[src/rtl/keypad_scan_16bit.sv]
// 4x4 matrix keypad scanner: one column driven low at a time, rows sampled
// through a 2-flop synchronizer, whole-frame debounce, and a 16-bit hex
// entry register that shifts in each accepted digit at the low nibble.
module keypad_scan_16bit #(
    parameter int SCAN_DIV       = 100000,
    parameter int DEBOUNCE_SCANS = 4
) (
    input  logic        clk,
    input  logic        rst_n,
    input  logic [3:0]  ROW,
    input  logic        CLR,
    output logic [3:0]  COL,
    output logic [15:0] VALUE,
    output logic [3:0]  KEY,
    output logic        KEY_VALID,
    output logic        KEY_HELD
);

    localparam int             DW         = $clog2(SCAN_DIV);
    localparam logic [DW-1:0]  DWELL_LAST = DW'(SCAN_DIV - 1);
    localparam logic [3:0]     DEB_TARGET = 4'(DEBOUNCE_SCANS);

    typedef enum logic [1:0] {
        ST_IDLE    = 2'd0,
        ST_CONFIRM = 2'd1,
        ST_HELD    = 2'd2,
        ST_RELEASE = 2'd3
    } state_t;

    // Frame bit i corresponds to column i/4, row i%4.
    function automatic logic [3:0] key_code(input logic [3:0] idx);
        logic [3:0] code;
        case (idx)
            4'd0:    code = 4'h1;
            4'd1:    code = 4'h4;
            4'd2:    code = 4'h7;
            4'd3:    code = 4'h0;
            4'd4:    code = 4'h2;
            4'd5:    code = 4'h5;
            4'd6:    code = 4'h8;
            4'd7:    code = 4'hF;
            4'd8:    code = 4'h3;
            4'd9:    code = 4'h6;
            4'd10:   code = 4'h9;
            4'd11:   code = 4'hE;
            4'd12:   code = 4'hA;
            4'd13:   code = 4'hB;
            4'd14:   code = 4'hC;
            default: code = 4'hD;
        endcase
        return code;
    endfunction

    logic [3:0]    row_meta_reg;
    logic [3:0]    row_sync_reg;
    logic [1:0]    col_idx_reg;
    logic [DW-1:0] dwell_reg;
    logic          frame_done_reg;
    logic          sample_now;
    logic [15:0]   frame_bits;

    logic [4:0]    bit_count;
    logic [3:0]    hit_idx;
    logic [3:0]    hit_code;
    logic          is_none;
    logic          is_single;

    state_t        state_reg, state_next;
    logic [3:0]    cnt_reg, cnt_next;
    logic [3:0]    cand_reg, cand_next;
    logic [3:0]    cnt_inc;
    logic          accept;
    logic          held;

    logic          key_valid_reg;
    logic [3:0]    key_reg;
    logic [15:0]   value_reg;

    // Two-flop synchronizer for the asynchronous row inputs (idle = all high).
    always_ff @(posedge clk) begin
        if (!rst_n) begin
            row_meta_reg <= 4'hF;
            row_sync_reg <= 4'hF;
        end else begin
            row_meta_reg <= ROW;
            row_sync_reg <= row_meta_reg;
        end
    end

    assign sample_now = (dwell_reg == DWELL_LAST);

    // Column dwell timer and column index; frame_done fires after column 3 is captured.
    always_ff @(posedge clk) begin
        if (!rst_n) begin
            col_idx_reg    <= 2'd0;
            dwell_reg      <= '0;
            frame_done_reg <= 1'b0;
        end else begin
            frame_done_reg <= 1'b0;
            if (sample_now) begin
                dwell_reg      <= '0;
                col_idx_reg    <= col_idx_reg + 2'd1;
                frame_done_reg <= (col_idx_reg == 2'd3);
            end else begin
                dwell_reg <= dwell_reg + 1'b1;
            end
        end
    end

    // Per-column capture of the inverted rows and the active-low column drive.
    genvar gi;
    generate
        for (gi = 0; gi < 4; gi++) begin : g_col
            logic [3:0] bits_reg;

            // Latch this column's rows (1 = pressed) at the end of its dwell.
            always_ff @(posedge clk) begin
                if (!rst_n) begin
                    bits_reg <= 4'h0;
                end else if (sample_now && (col_idx_reg == 2'(gi))) begin
                    bits_reg <= ~row_sync_reg;
                end
            end

            assign frame_bits[gi*4 +: 4] = bits_reg;
            assign COL[gi]               = (col_idx_reg != 2'(gi));
        end
    endgenerate

    // Classify the completed frame: count pressed bits and locate the last one.
    always_comb begin
        bit_count = 5'd0;
        hit_idx   = 4'd0;
        for (int i = 0; i < 16; i++) begin
            if (frame_bits[i]) begin
                bit_count = bit_count + 5'd1;
                hit_idx   = 4'(i);
            end
        end
    end

    assign is_none   = (bit_count == 5'd0);
    assign is_single = (bit_count == 5'd1);
    assign hit_code  = key_code(hit_idx);
    assign cnt_inc   = cnt_reg + 4'd1;

    // Debounce FSM state, counter and candidate registers.
    always_ff @(posedge clk) begin
        if (!rst_n) begin
            state_reg <= ST_IDLE;
            cnt_reg   <= 4'd0;
            cand_reg  <= 4'd0;
        end else begin
            state_reg <= state_next;
            cnt_reg   <= cnt_next;
            cand_reg  <= cand_next;
        end
    end

    // Next-state logic; the FSM only moves on frame boundaries.
    always_comb begin
        state_next = state_reg;
        cnt_next   = cnt_reg;
        cand_next  = cand_reg;
        if (frame_done_reg) begin
            case (state_reg)
                ST_IDLE: begin
                    if (is_single) begin
                        state_next = ST_CONFIRM;
                        cand_next  = hit_code;
                        cnt_next   = 4'd1;
                    end
                end
                ST_CONFIRM: begin
                    if (is_single && (hit_code == cand_reg)) begin
                        if (cnt_inc == DEB_TARGET) begin
                            state_next = ST_HELD;
                        end else begin
                            cnt_next = cnt_inc;
                        end
                    end else begin
                        state_next = ST_IDLE;
                    end
                end
                ST_HELD: begin
                    if (is_none) begin
                        state_next = ST_RELEASE;
                        cnt_next   = 4'd1;
                    end
                end
                default: begin
                    if (is_none) begin
                        if (cnt_inc == DEB_TARGET) begin
                            state_next = ST_IDLE;
                        end else begin
                            cnt_next = cnt_inc;
                        end
                    end else begin
                        state_next = ST_HELD;
                    end
                end
            endcase
        end
    end

    // Outputs: accept is the CONFIRM->HELD transition; held covers HELD and RELEASE.
    always_comb begin
        accept = frame_done_reg && (state_reg == ST_CONFIRM) && is_single &&
                 (hit_code == cand_reg) && (cnt_inc == DEB_TARGET);
        held   = (state_reg == ST_HELD) || (state_reg == ST_RELEASE);
    end

    // Registered accept pulse, key code and entry value (clear before shift).
    always_ff @(posedge clk) begin
        if (!rst_n) begin
            key_valid_reg <= 1'b0;
            key_reg       <= 4'h0;
            value_reg     <= 16'h0000;
        end else begin
            key_valid_reg <= accept;
            if (accept) begin
                key_reg   <= cand_reg;
                value_reg <= {(CLR ? 12'h000 : value_reg[11:0]), cand_reg};
            end else if (CLR) begin
                value_reg <= 16'h0000;
            end
        end
    end

    assign VALUE     = value_reg;
    assign KEY       = key_reg;
    assign KEY_VALID = key_valid_reg;
    assign KEY_HELD  = held;

endmodule

[config.mk]
export PLATFORM = sky130hd
export DESIGN_NAME = keypad_scan_16bit
export DESIGN_NICKNAME = d
export VERILOG_FILES = /design/src/rtl/keypad_scan_16bit.sv
export SDC_FILE = /design/constraint.sdc
export NUM_CORES = 1
export LEC_CHECK = 0
export ABC_AREA = 1
export BUFFER_PORTS_ARGS = -buffer_cell sky130_fd_sc_hd__buf_2
export CAP_MARGIN = 10
export CORE_MARGIN = 5
export CORE_UTILIZATION = 63
export CTS_BUF_LIST = sky130_fd_sc_hd__clkbuf_8
export CTS_CLUSTER_DIAMETER = 30
export DETAILED_ROUTE_END_ITERATION = 6
export GPL_ROUTABILITY_DRIVEN = 1
export PLACE_DENSITY = 0.87
export SYNTH_ARGS = -nofsm -noshare
export SYNTH_HDL_FRONTEND = slang
export SYNTH_SLANG_ARGS = --single-unit
export TNS_END_PERCENT = 1
[constraint.sdc]
create_clock -name clk -period 18.93 [get_ports clk]
set_input_delay 3.786 -clock clk [delete_from_list [all_inputs] [get_ports clk]]
set_output_delay 3.786 -clock clk [all_outputs]
set_load 0.02 [all_outputs]
# Word-level counts from Yosys, hierarchy flattened
# Memory sizes are Yosys's and may differ from the RTL's.
# Index checks and enable logic that the tools add are counted.
# totals
inputBits	7
output_inout_bits	26
mem_count	1
ff_bits	75
romBits	64
# op_classes
n_eq_ne	18
muxes	47
reduce_logical	21
addsub	18
n_bitwise	2
# memory_table
memory	depth	word_bits	rd	rd_clocked_by_memory_dff	write_ports	line_no	text
(no name shown)	16	4	1	0	0	33	case (idx)
# op_table
operator	count
$mux 4	19
$add 5x1->5 const B	15
$mux 5	15
$mux 16	2
$add 17x1->17 const B	1
$eq 17x17->1 const B	1
$mux 12	1
$mux 2	6
$pmux 4 s3	1
$ne 2x2->1 const B	5
$reduce_and 5->1	2
$logic_and 1x1->1	9
$eq 2x2->1 const B	4
$pmux 2 s3	1
$eq 5x1->1 const B	1
$logic_not 5->1	1
$ne 5x1->1 const B	1
$add 4x1->4 const B	1
$eq 2x1->1 const B	2
$eq 4x3->1 const B	1
$eq 4x4->1	1
$logic_not 2->1	2
$not 4->4	1
$reduce_bool 2->1	2
other kinds (10)	11

# Longest topological paths before layout
# Gate-level depths: netlist of run 1.
# depth
depth_word	36
ltp_mapped	60

# Least setup slack after synthesis of run 1
# Ideal clock, no wire load.
# synth_timing
path_type	register -> register
startpoint	register g_col[0].bits_reg[0]
endpoint	register cnt_reg[1]
arrival_time_ns	7.821
stages_incl_launch_ff	57
path_slack_ns	10.996
synth_period_minus_slack_ns	7.934
required_ns	18.817
path_buffers	0
cell_sequence	dfxtp_1 -> inv_1 -> ha_1 -> inv_1 -> nand2_2 -> nand2_1 -> inv_1 -> ha_1 -> nand2_1 -> nand2_1 -> ha_1 -> or2_1 -> nand2_1 -> inv_1 -> ha_1 -> nand2_1 -> nand2_2 -> ha_1 -> (+21 left out) -> or2_2 -> o21ai_2 -> inv_1 -> ha_1 -> or2_2 -> nand2_1 -> inv_2 -> ha_1 -> inv_1 -> o21ai_0 -> nor2_1 -> nand3_2 -> nor2_4 -> nand2_1 -> nand2_1 -> nand2_2 -> nor2_1 -> nor2_1
# synth_between
elab_chain_len	35
elab_cells_between_ends	39
classes_between	15 x add/sub; 4 x eq/ne; 16 x mux; 4 x reduce/logical
# synth_lines
element	line_no	text
from (decl)	114	logic [3:0] bits_reg;
from (signal assigned)	121	bits_reg <= ~row_sync_reg;
$mux 1 *	135	if (frame_bits[i]) begin
$add 5x1->5	136	bit_count = bit_count + 5'd1;
$mux 5 *	135	
$add 5x1->5	136	
$mux 5 *	135	
$add 5x1->5	136	
$mux 5 *	135	
$add 5x1->5	136	
(+19 left out)	--	
$add 5x1->5	136	
$mux 5 *	135	
$add 5x1->5	136	
$mux 5 *	135	
$eq 5x1->1	143	assign is_single = (bit_count == 5'd1);
$logic_and 1x1->1	175	if (is_single && (hit_code == cand_reg)) begin
$ne 2x2->1 (no source line)	--	
$reduce_and 5->1 (no source line) *	--	
to (signal assigned)	155	cnt_reg <= cnt_next;
to (decl)	69	logic [3:0] cnt_reg, cnt_next;
# Mark *: on every way between the ends. The rest lies on a longest branch, timed or not.
# A chain may end at the register's enable or synchronous reset.

# Final worst setup path of run 1
# layout_timing
startpoint	register g_col[0].bits_reg[0]
endpoint	register value_reg[8] (netlist: VALUE[8])
# layout_between
elab_chain_len	36
elab_cells_between_ends	37
classes_between	15 x add/sub; 1 x eq/ne; 17 x mux; 4 x reduce/logical
# layout_lines
element	line_no	text
$mux 1 *	135	
$add 5x1->5	136	
$mux 5 *	135	
$add 5x1->5	136	
$mux 5 *	135	
$add 5x1->5	136	
$mux 5 *	135	
$add 5x1->5	136	
(+19 left out)	--	
$add 5x1->5	136	
$mux 5 *	135	
$add 5x1->5	136	
$mux 5 *	135	
$eq 5x1->1 *	143	
$logic_and 1x1->1 * (2 in a row)	208	accept = frame_done_reg && (state_reg == ST_CONFIRM) && is_single &&
$logic_and 1x1->1 *	209	(hit_code == cand_reg) && (cnt_inc == DEB_TARGET);
$mux 16 / $reduce_bool 2->1 (equally long branches)	--	
to (signal assigned)	223	value_reg <= {(CLR ? 12'h000 : value_reg[11:0]), cand_reg};
to (decl)	77	logic [15:0] value_reg;
# Marked as above.

==> flow_metrics.tcl, run 1 <==
set metrics [dict create \
    fillers 638 \
    dieArea_um2 9875 \
    hold_viol_final 0 \
    vdd_ir_drop_max_mv 0.06640 \
    die_y_um 99.38 \
    n_antenna_cell 0 \
    nets 843 \
    relSlewSlack 0.4811 \
    dr.pass1.iters 5 \
    worstPathRequired_ns 19.19 \
    gr-usage-all-layers 0.2142 \
    die_w_um 99.38 \
    viasPerCell 5.158 \
    numPortBuffers 32 \
    fin_skew_ns 0.01052 \
    hold_buffers 0 \
    hpwl_um 8017 \
    avgSynthCellArea_um2 6.510 \
    yosysWarnings 0 \
    fin_crit_sh 0.4758 \
    path_clk_slew_ns 0.07 \
    synth_top_family_by_area "simple AND/OR/NAND/NOR gates" \
    dpl-instance-area_um2 5268 \
    antenna_found_initial 0 \
    p_total_w 0.0002840 \
    clock-sinks 75 \
    final_cell_area_um2 5461 \
    postCtsSetupBuffers 0 \
    htree_levels 3 \
    ys_async_sr_fraction 0 \
    p_leak_nw 2.926 \
    synth_area_um2 5032 \
    wl_per_cell_um 11.04 \
    cp.arrival_ns 9.27 \
    grt_pass1_vias 4535 \
    area_growth_syn_to_layout_pct 8.528 \
    synth.mux.area_fraction 0 \
    status "finished, final reports clean" \
    critPathTopFamily "adder cells" \
    slowest_delay_ns 0.35 \
    tightest_slew_ns 0.7675 \
    grt_max_degree 38 \
    yosys-top-cells-area "dfxtp_1, nand2_1, inv_1" \
    fin_setup_tns_ns 0 \
    end_kind "flip-flop" \
    io_pins 33 \
    synth_edf_count 0 \
    grt_overflow 0 \
    hold_ws_ns 0.4187 \
    synth_cells 773 \
    post-route-min-period_ns 9.007 \
    cts_root_buf "clkbuf_8" \
    drc 0 \
    grt_pass1_wl_um 18220 \
    synthSimpleGateAreaFrac 0.3978 \
    dr.first_iter.drc_count 245 \
    crit_buf_inv 8 \
    p_per_area_nw_per_um2 52.00 \
    drive_gt1_frac 0.1638 \
    ys_seq_elements 75 \
    worst_slack_ns 9.923 \
    start_kind "flip-flop" \
    finalSetupViolCount 0 \
    gp_congestion 0.8344 \
    cap_viol_max_count 0 \
    vias 4714 \
    synthDistinctLibCells 41 \
    clk_latency_ns 0.34 \
    min_path_type "reg2reg" \
    synth_xor_area_frac 0.01392 \
    synthAdderAreaFrac 0.06962 \
    rsz0062_at_grt "false" \
    yosysTopAreaCell "dfxtp_1" \
    routed_wl_um 10090 \
    initial_core_util 0.6479 \
    syn-num-nets 808 \
    core_area_um2 7767 \
    rows 32 \
    post-place-ws_ns 9.967 \
    cts_buffer_depth 2 \
    cts_resized 0 \
    yosysSeqAreaShare 0.2984 \
    cts_tree "yes" \
    worstSetupPathType "reg2reg" \
    cp_max_fo 27 \
    crit_top_cell "nand2_1" \
    finalMaxSlewViolations 0 \
    antenna_left 0 \
    numCtsBuffers 9 \
    critPathSlowestCell "dfxtp_1" \
    synth_compound_area_frac 0.1091 \
    synth_top_area_frac 0.2984 \
    ys.flop_type "dfxtp_1" \
    timing.fmax_ghz 0.1110 \
    largest_reg_flops 17 \
]
==> kinds of logic after synthesis <==
logic type | Yosys count
DFF | 75
and+or+nand+nor | 425
AOI/OAI and AO/OA | 95
buffers and inverters | 142
adders and majority gates | 28
xor gates and xnor gates | 8
==> final timing paths <==
| path | slack, ns | start | cells after the start | endpoint |
|---|---|---|---|---|
| worst max-delay path | 9.92 | g_col[0].bits_reg[0] | 55 | VALUE[8] |
| worst min-delay path | 0.42 | row_meta_reg[0] | 1 | row_sync_reg[0] |
| worst max register to register | 9.92 | g_col[0].bits_reg[0] | 55 | VALUE[8] |
| worst min register to register | 0.42 | row_meta_reg[0] | 1 | row_sync_reg[0] |
==> layout by cell type, fill, tap and decap left out, types with 2 or more instances in the layout <==
master,instances
nand2_1,180
dfxtp_1,75
nor3b_1,2
nor4_1,2
nor2_1,90
nor3_1,7
inv_1,127
nand3_2,15
nand3b_1,6
a211oi_1,19
nand3_1,53
a22oi_1,2
inv_2,7
xor2_1,4
ha_1,28
o21ai_1,4
xnor2_1,4
o21ai_0,24
nand2_2,45
buf_2,32
or2_2,15
nand4_1,3
a21oi_1,38
a21boi_0,3
clkbuf_8,11
==> power by group <==
group          leakage (nW)  switching, W  internal, W
logic                  2.21    0.00000375   0.00000197
registers             0.606   0.000000857     0.000159
clock network         0.108     0.0000522    0.0000662
==> stage by stage <==
step | cells | util
global placement | 899 | 0.6782
floorplan | 773 | -
global route | 914 | 0.7031
detailed placement | 899 | 0.6782
CTS | 914 | 0.7031
finish | 914 | 0.7031
==> worst reg2reg max path: cells and delay by family, from the launching register on <==
kind / cells / cell delay (ns)
flops: 1 / 0.35
buf+inv: 8 / 0.73
simple gates: 29 / 3.47
compound gates: 4 / 0.44
fa+ha+maj: 14 / 3.94
==> layer usage <==
| metal | vias up | track usage | part of all wire |
|---|---|---|---|
| met3 | 17 | 0.03436 | 0.044 |
| met5 | - | 0 | 0 |
| li1 | 2518 | - | - |
| met1 | 2072 | 0.2529 | 0.45 |
| met4 | 0 | 0.06618 | 0.017 |
| met2 | 107 | 0.3946 | 0.49 |
==> cell type report <==
type                    instances  area [um2]  area share
clock buffers                  11       151.4     0.02772
clock inverters                 4       42.54    0.007789
inverters                     133       499.2     0.09141
multi-input cells             556        2972      0.5441
flip-flops and latches         75        1501      0.2749
well taps                     102       127.6     0.02337
repair buffers                 33       167.7     0.03070
==> cell usage after synthesis, types with 2 or more instances <==
library cell  number
nand4_1            3
clkbuf_1           3
o21ai_1            4
nor3_1             7
a21oi_1           38
nor4_1             2
a22oi_1            2
nand3_2           15
nand3_1           53
buf_2              2
a21boi_0           3
nand2_1          180
xnor2_1            4
nand2_2           45
nor3b_1            2
dfxtp_1           75
inv_1            125
or2_2             15
inv_2              7
xor2_1             4
buf_6              2
nor2_1            90
o21ai_0           24
ha_1              28
nand3b_1           6
a211oi_1          19
Power figures use the tool's default switching activity.
==> inputs of run 2 (changes only) <==
--- a/config.mk
+++ b/config.mk
@@ -9,12 +9,12 @@
 export BUFFER_PORTS_ARGS = -buffer_cell sky130_fd_sc_hd__buf_2
 export CAP_MARGIN = 10
 export CORE_MARGIN = 5
-export CORE_UTILIZATION = 63
+export CORE_UTILIZATION = 57
 export CTS_BUF_LIST = sky130_fd_sc_hd__clkbuf_8
 export CTS_CLUSTER_DIAMETER = 30
 export DETAILED_ROUTE_END_ITERATION = 6
 export GPL_ROUTABILITY_DRIVEN = 1
-export PLACE_DENSITY = 0.87
+export PLACE_DENSITY = 0.84
 export SYNTH_ARGS = -nofsm -noshare
 export SYNTH_HDL_FRONTEND = slang
 export SYNTH_SLANG_ARGS = --single-unit
==> constraint.sdc (replaced) <==
create_clock -name clk -period 8.2 [get_ports clk]
set_input_delay 1.64 -clock clk [delete_from_list [all_inputs] [get_ports clk]]
set_output_delay 1.64 -clock clk [all_outputs]
set_load 0.02 [all_outputs]
==> run 2 against run 1 <==
Largest cell class unchanged. Non-clock buffer count increased by 34. Sequential share of layout area is 3.3 points lower. Utilization up 1.4 points. Critical path type unchanged. Clock skew down 0.00062 ns. Global-route usage is 0.69 points lower. Combinational power rose to 2.6 times the previous value. Maximum frequency up 12%.
==> flow_metrics.tcl, run 2 (synthesis results as in run 1) <==
set metrics [dict create \
    worstSetupPathType "reg2reg" \
    critPathTopFamily "simple AND/OR/NAND/NOR gates" \
    rows 34 \
    instances_no_fill 956 \
    drive_gt1_frac 0.2925 \
    die_w_um 104.0 \
    post-route-util 0.7167 \
    crit_top_cell "nand2_4" \
    grt_pass1_wl_um 19920 \
    fillers 615 \
    mostFrequentLayoutCells "nand2_1, inv_1, nor2_1, dfxtp_1, nand2_2" \
    path_clk_slew_ns 0.08 \
    crit_buf_inv 18 \
    antenna_found_initial 0 \
    hold_buffers 0 \
    cap_viol_max_count 0 \
    antenna_left 0 \
    cts_tree "yes" \
    wl_per_cell_um 14.03 \
    viasPerCell 5.506 \
    clock-sinks 75 \
    grt_max_degree 38 \
    fin_setup_tns_ns 0 \
    vias 5264 \
    fin_crit_sh 0.9774 \
    finalSetupViolCount 0 \
    vdd_ir_drop_max_mv 0.1444 \
    area_growth_syn_to_layout_pct 23.60 \
    placed_cells 908 \
    final_cell_area_um2 6220 \
    dieArea_um2 10810 \
    post-place-ws_ns -0.4171 \
    die_y_um 104.0 \
    hpwl_um 7908 \
    largest_reg_flops 17 \
    htree_levels 3 \
    tightest_slew_ns 0.8663 \
    numPortBuffers 32 \
    cts_buffer_depth 2 \
    dpl-instance-area_um2 5298 \
    min_path_type "reg2reg" \
    p_per_area_nw_per_um2 102.3 \
    post-route-min-period_ns 8.014 \
    end_kind "flip-flop" \
    cp_max_fo 7 \
    timing.fmax_ghz 0.1248 \
    initial_core_util 0.5799 \
    hold_viol_final 0 \
    fin_skew_ns 0.009897 \
    status "finished, final reports clean" \
    slowest_delay_ns 0.35 \
    io_pins 33 \
    grt_overflow 0 \
    dr.pass1.iters 5 \
    core_area_um2 8678 \
    worst_slack_ns 0.1857 \
    start_kind "flip-flop" \
    cts_root_buf "clkbuf_8" \
    p_leak_nw 3.262 \
    routed_wl_um 13420 \
    relSlewSlack 0.4204 \
    worstPathRequired_ns 8.41 \
    layout_commonest_cell "nand2_1" \
    n_antenna_cell 0 \
    finalMaxSlewViolations 0 \
    nets 878 \
    cp.arrival_ns 8.23 \
    dr.first_iter.drc_count 382 \
    numCtsBuffers 9 \
    gp_congestion 0.8172 \
    critPathSlowestCell "dfxtp_2" \
    grt_pass1_vias 4835 \
    drc 0 \
    gr-usage-all-layers 0.2073 \
    clk_latency_ns 0.34 \
]
[run 2: report_power, final]
part	switching, W	total [W]	internal [W]
logic	0.00000969	0.0000147	0.00000500
clock network	0.000135	0.000253	0.000118
registers	0.00000199	0.000369	0.000367
[run 2: path summary, 6_finish.rpt]
kind / slack [ns] / end / cells past startpoint / startpoint
worst max register to register: 0.19 / KEY[3] / 62 / g_col[0].bits_reg[1]
worst min register to register: 0.41 / row_sync_reg[1] / 1 / row_meta_reg[1]
worst max-delay path: 0.19 / KEY[3] / 62 / g_col[0].bits_reg[1]
worst min-delay path: 0.41 / row_sync_reg[1] / 1 / row_meta_reg[1]
[run 2: metrics by stage]
stage	total power (W)	hold WS, ns
after CTS	0.0006376	0.4184
after floorplan	0.0003867	0.3925
after detailed placement	0.0003907	0.4041
final	0.0006364	0.4129
after global routing	0.0006589	0.4441
after global placement	0.0003899	0.3948
[run 2: layer usage]
metal  share of wire  global-route usage  routed length, um
met1            0.41              0.2359               5546
met2            0.51              0.3825               6804
met3           0.049             0.04159                651
met4           0.031             0.06938                413
met5               0                   0                  0
[run 2: cell type report]
class,count,area [um2],area share
multi-input combinational,556,3413,0.5488
sequential,75,1504,0.2418
inverter,133,506.7,0.08147
timing repair buffer,67,478.0,0.07685
clock buffer,10,137.6,0.02213
tap,108,135.1,0.02173
clock inverter,6,40.04,0.006437
timing repair inverter,1,5.005,0.0008047
[run 2: repair_timing]
item                       CTS  global route
setup endpoints to repair   31            31
hold endpoints to repair     0             0
buffers inserted            20            10
gates resized for setup     32            86
pin swaps                   13            40
cloned                       0             4
==> inputs of run 3 (changes only) <==
--- a/config.mk
+++ b/config.mk
@@ -9,12 +9,12 @@
 export BUFFER_PORTS_ARGS = -buffer_cell sky130_fd_sc_hd__buf_2
 export CAP_MARGIN = 10
 export CORE_MARGIN = 5
-export CORE_UTILIZATION = 57
+export CORE_UTILIZATION = 46
 export CTS_BUF_LIST = sky130_fd_sc_hd__clkbuf_8
 export CTS_CLUSTER_DIAMETER = 30
 export DETAILED_ROUTE_END_ITERATION = 6
 export GPL_ROUTABILITY_DRIVEN = 1
-export PLACE_DENSITY = 0.84
+export PLACE_DENSITY = 0.71
 export SYNTH_ARGS = -nofsm -noshare
 export SYNTH_HDL_FRONTEND = slang
 export SYNTH_SLANG_ARGS = --single-unit
==> run 3 against run 2 <==
Wire length decreased by 21%. Flip-flop and latch count stayed put. Clock skew decreased by 0.0046 ns. Clock power up 13%. Hold slack got worse by 0.0010 ns.
==> flow_metrics.tcl, run 3 (synthesis results as in run 1) <==
set metrics [dict create \
    p_leak_nw 3.122 \
    tightest_slew_ns 1.259 \
    numPortBuffers 32 \
    p_seq_frac 0.551 \
    io_pins 33 \
    nets 868 \
    grt_pass1_vias 4261 \
    grt_max_degree 38 \
    start_kind "flip-flop" \
    worstPathRequired_ns 8.47 \
    fin_setup_tns_ns 0 \
    cts_buffer_depth 2 \
    crit_top_cell "nand2_2" \
    gp_congestion 0.8430 \
    hold_buffers 0 \
    clk_latency_ns 0.36 \
    viasPerCell 4.757 \
    relSlewSlack 0.1490 \
    p_comb_frac 0.020 \
    fin_crit_sh 0.9511 \
    ff2ff_path_depth 54 \
    post-route-min-period_ns 7.799 \
    power_switching_share 0.2221 \
    die_w_um 114.6 \
    p_int_w 0.0005209 \
    fin_skew_ns 0.005254 \
    hpwl_um 7533 \
    min_path_type "reg2reg" \
    clkPwrFrac 0.429 \
    placed_cells 947 \
    dr.first_iter.drc_count 168 \
    p_total_w 0.0006696 \
    hold_depth 1 \
    htree_levels 3 \
    fillers 1028 \
    post-place-ws_ns -0.2066 \
    initial_core_util 0.4663 \
    cp_max_fo 6 \
    worst_slack_ns 0.4008 \
    finalSetupViolCount 0 \
    vdd_ir_drop_max_mv 0.1396 \
    cts_tree "yes" \
    vias 4652 \
    finalMaxSlewViolations 0 \
    wl_per_cell_um 10.84 \
    status "finished, final reports clean" \
    worstHoldStart "row_meta_reg[0]" \
    antenna_left 0 \
    timing.fmax_ghz 0.1282 \
    numCtsBuffers 9 \
    cp.arrival_ns 8.07 \
    critPathSlowestCell "dfxtp_2" \
    r2r_end "VALUE[6]" \
    cap_viol_max_count 0 \
    grt_overflow 0 \
    r2r_start "g_col[0].bits_reg[0]" \
    rows 38 \
    whs_endpoint "row_sync_reg[0]" \
    core_area_um2 10790 \
    mostFrequentLayoutCells "nand2_1, inv_1, nor2_1, dfxtp_1, nand2_2" \
    p_per_area_nw_per_um2 112.4 \
    routed_wl_um 10600 \
    drc 0 \
    area_growth_syn_to_layout_pct 18.35 \
    gr-usage-all-layers 0.1641 \
    end_kind "flip-flop" \
    r2r_slack_ns 0.40 \
    antenna_found_initial 0 \
    hold_viol_final 0 \
    p_sw_w 0.0001487 \
    n_antenna_cell 0 \
    post-route-util 0.5518 \
    cts_root_buf "clkbuf_8" \
    seq_area_um2 1504 \
    slowest_delay_ns 0.32 \
    instances_no_fill 978 \
    largest_reg_flops 17 \
    layout_commonest_cell "nand2_1" \
    clock-sinks 75 \
    dieArea_um2 13130 \
    path_clk_slew_ns 0.08 \
    dr.pass1.iters 4 \
    drive_gt1_frac 0.2363 \
    grt_pass1_wl_um 18220 \
    die_y_um 114.6 \
    worstSetupPathType "reg2reg" \
    multiInputGateArea_um2 3212 \
]
==> run 3: cell count changes in the layout (fill, tap and decap cells not counted), moves of 8 or more <==
cell / change
nand2_1: +17
buf_4: -11
nand3_1: +10
nand2_4: -9
nand3_2: -9
nand2_2: -8
==> run 3: worst max path at each step <==
stage	endpoint	slack [ns]	startpoint	cells after the start
floorplan	cnt_reg[1]	0.27	g_col[0].bits_reg[0]	56
global placement	VALUE[6]	0.04	g_col[0].bits_reg[0]	54
detailed placement	VALUE[8]	-0.21	g_col[0].bits_reg[0]	55
CTS	VALUE[7]	0.001	g_col[0].bits_reg[0]	55
global route	VALUE[6]	-0.08	g_col[0].bits_reg[0]	54
finish	VALUE[6]	0.40	g_col[0].bits_reg[0]	54
==> run 3: per-layer routing <==
layer	global-route usage	wire length [um]	vias up
met4	0.05384	174	0
met2	0.2740	5031	43
li1	-	-	2568
met1	0.2118	5098	2027
met3	0.03224	295	14
met5	0	0	-
==> run 3: power by group through the flow <==
stage / Clock (W) / Combinational, W / Sequential [W]
5_1_grt: 0.000313 / 0.0000151 / 0.000369
6_report: 0.000287 / 0.0000133 / 0.000369
4_1_cts: 0.000295 / 0.0000131 / 0.000369
2_1_floorplan: 0 / 0.00000988 / 0.000377
3_5_place_dp: 0 / 0.0000130 / 0.000377
3_3_place_gp: 0 / 0.0000129 / 0.000377
==> run 3: layout make-up <==
cell class,instances,share of cell area
repair buffers,56,0.05924
multi-input cells,557,0.5393
clock buffers,10,0.02311
well taps,140,0.02941
repair inverters,1,0.0008403
clock inverters,6,0.01092
flip-flops and latches,75,0.2525
inverters,133,0.08466
==> run 3: metrics by stage <==
step           area, um2  hold slack, ns
3_3_place_gp        5390          0.3945
5_1_grt             5956          0.4263
2_1_floorplan       5032          0.3925
6_report            5956          0.4119
4_1_cts             5707          0.4170
3_5_place_dp        5390          0.3980
==> run 3: worst max-delay path, delay by kind of cell, from the launching register on <==
kind / cells / cell delay (ns)
compound gates: 3 / 0.35
fa+ha+maj: 14 / 3.40
buf+inv: 8 / 0.66
flops: 1 / 0.32
simple gates: 29 / 2.95
==> run 3: repair_timing <==
action                                  4_1_cts  5_1_grt
endpoints found under the setup margin       31       31
setup buffers                                 4        7
gates resized for setup                      18       45
cloned                                        3        1
pin swaps                                     3       15
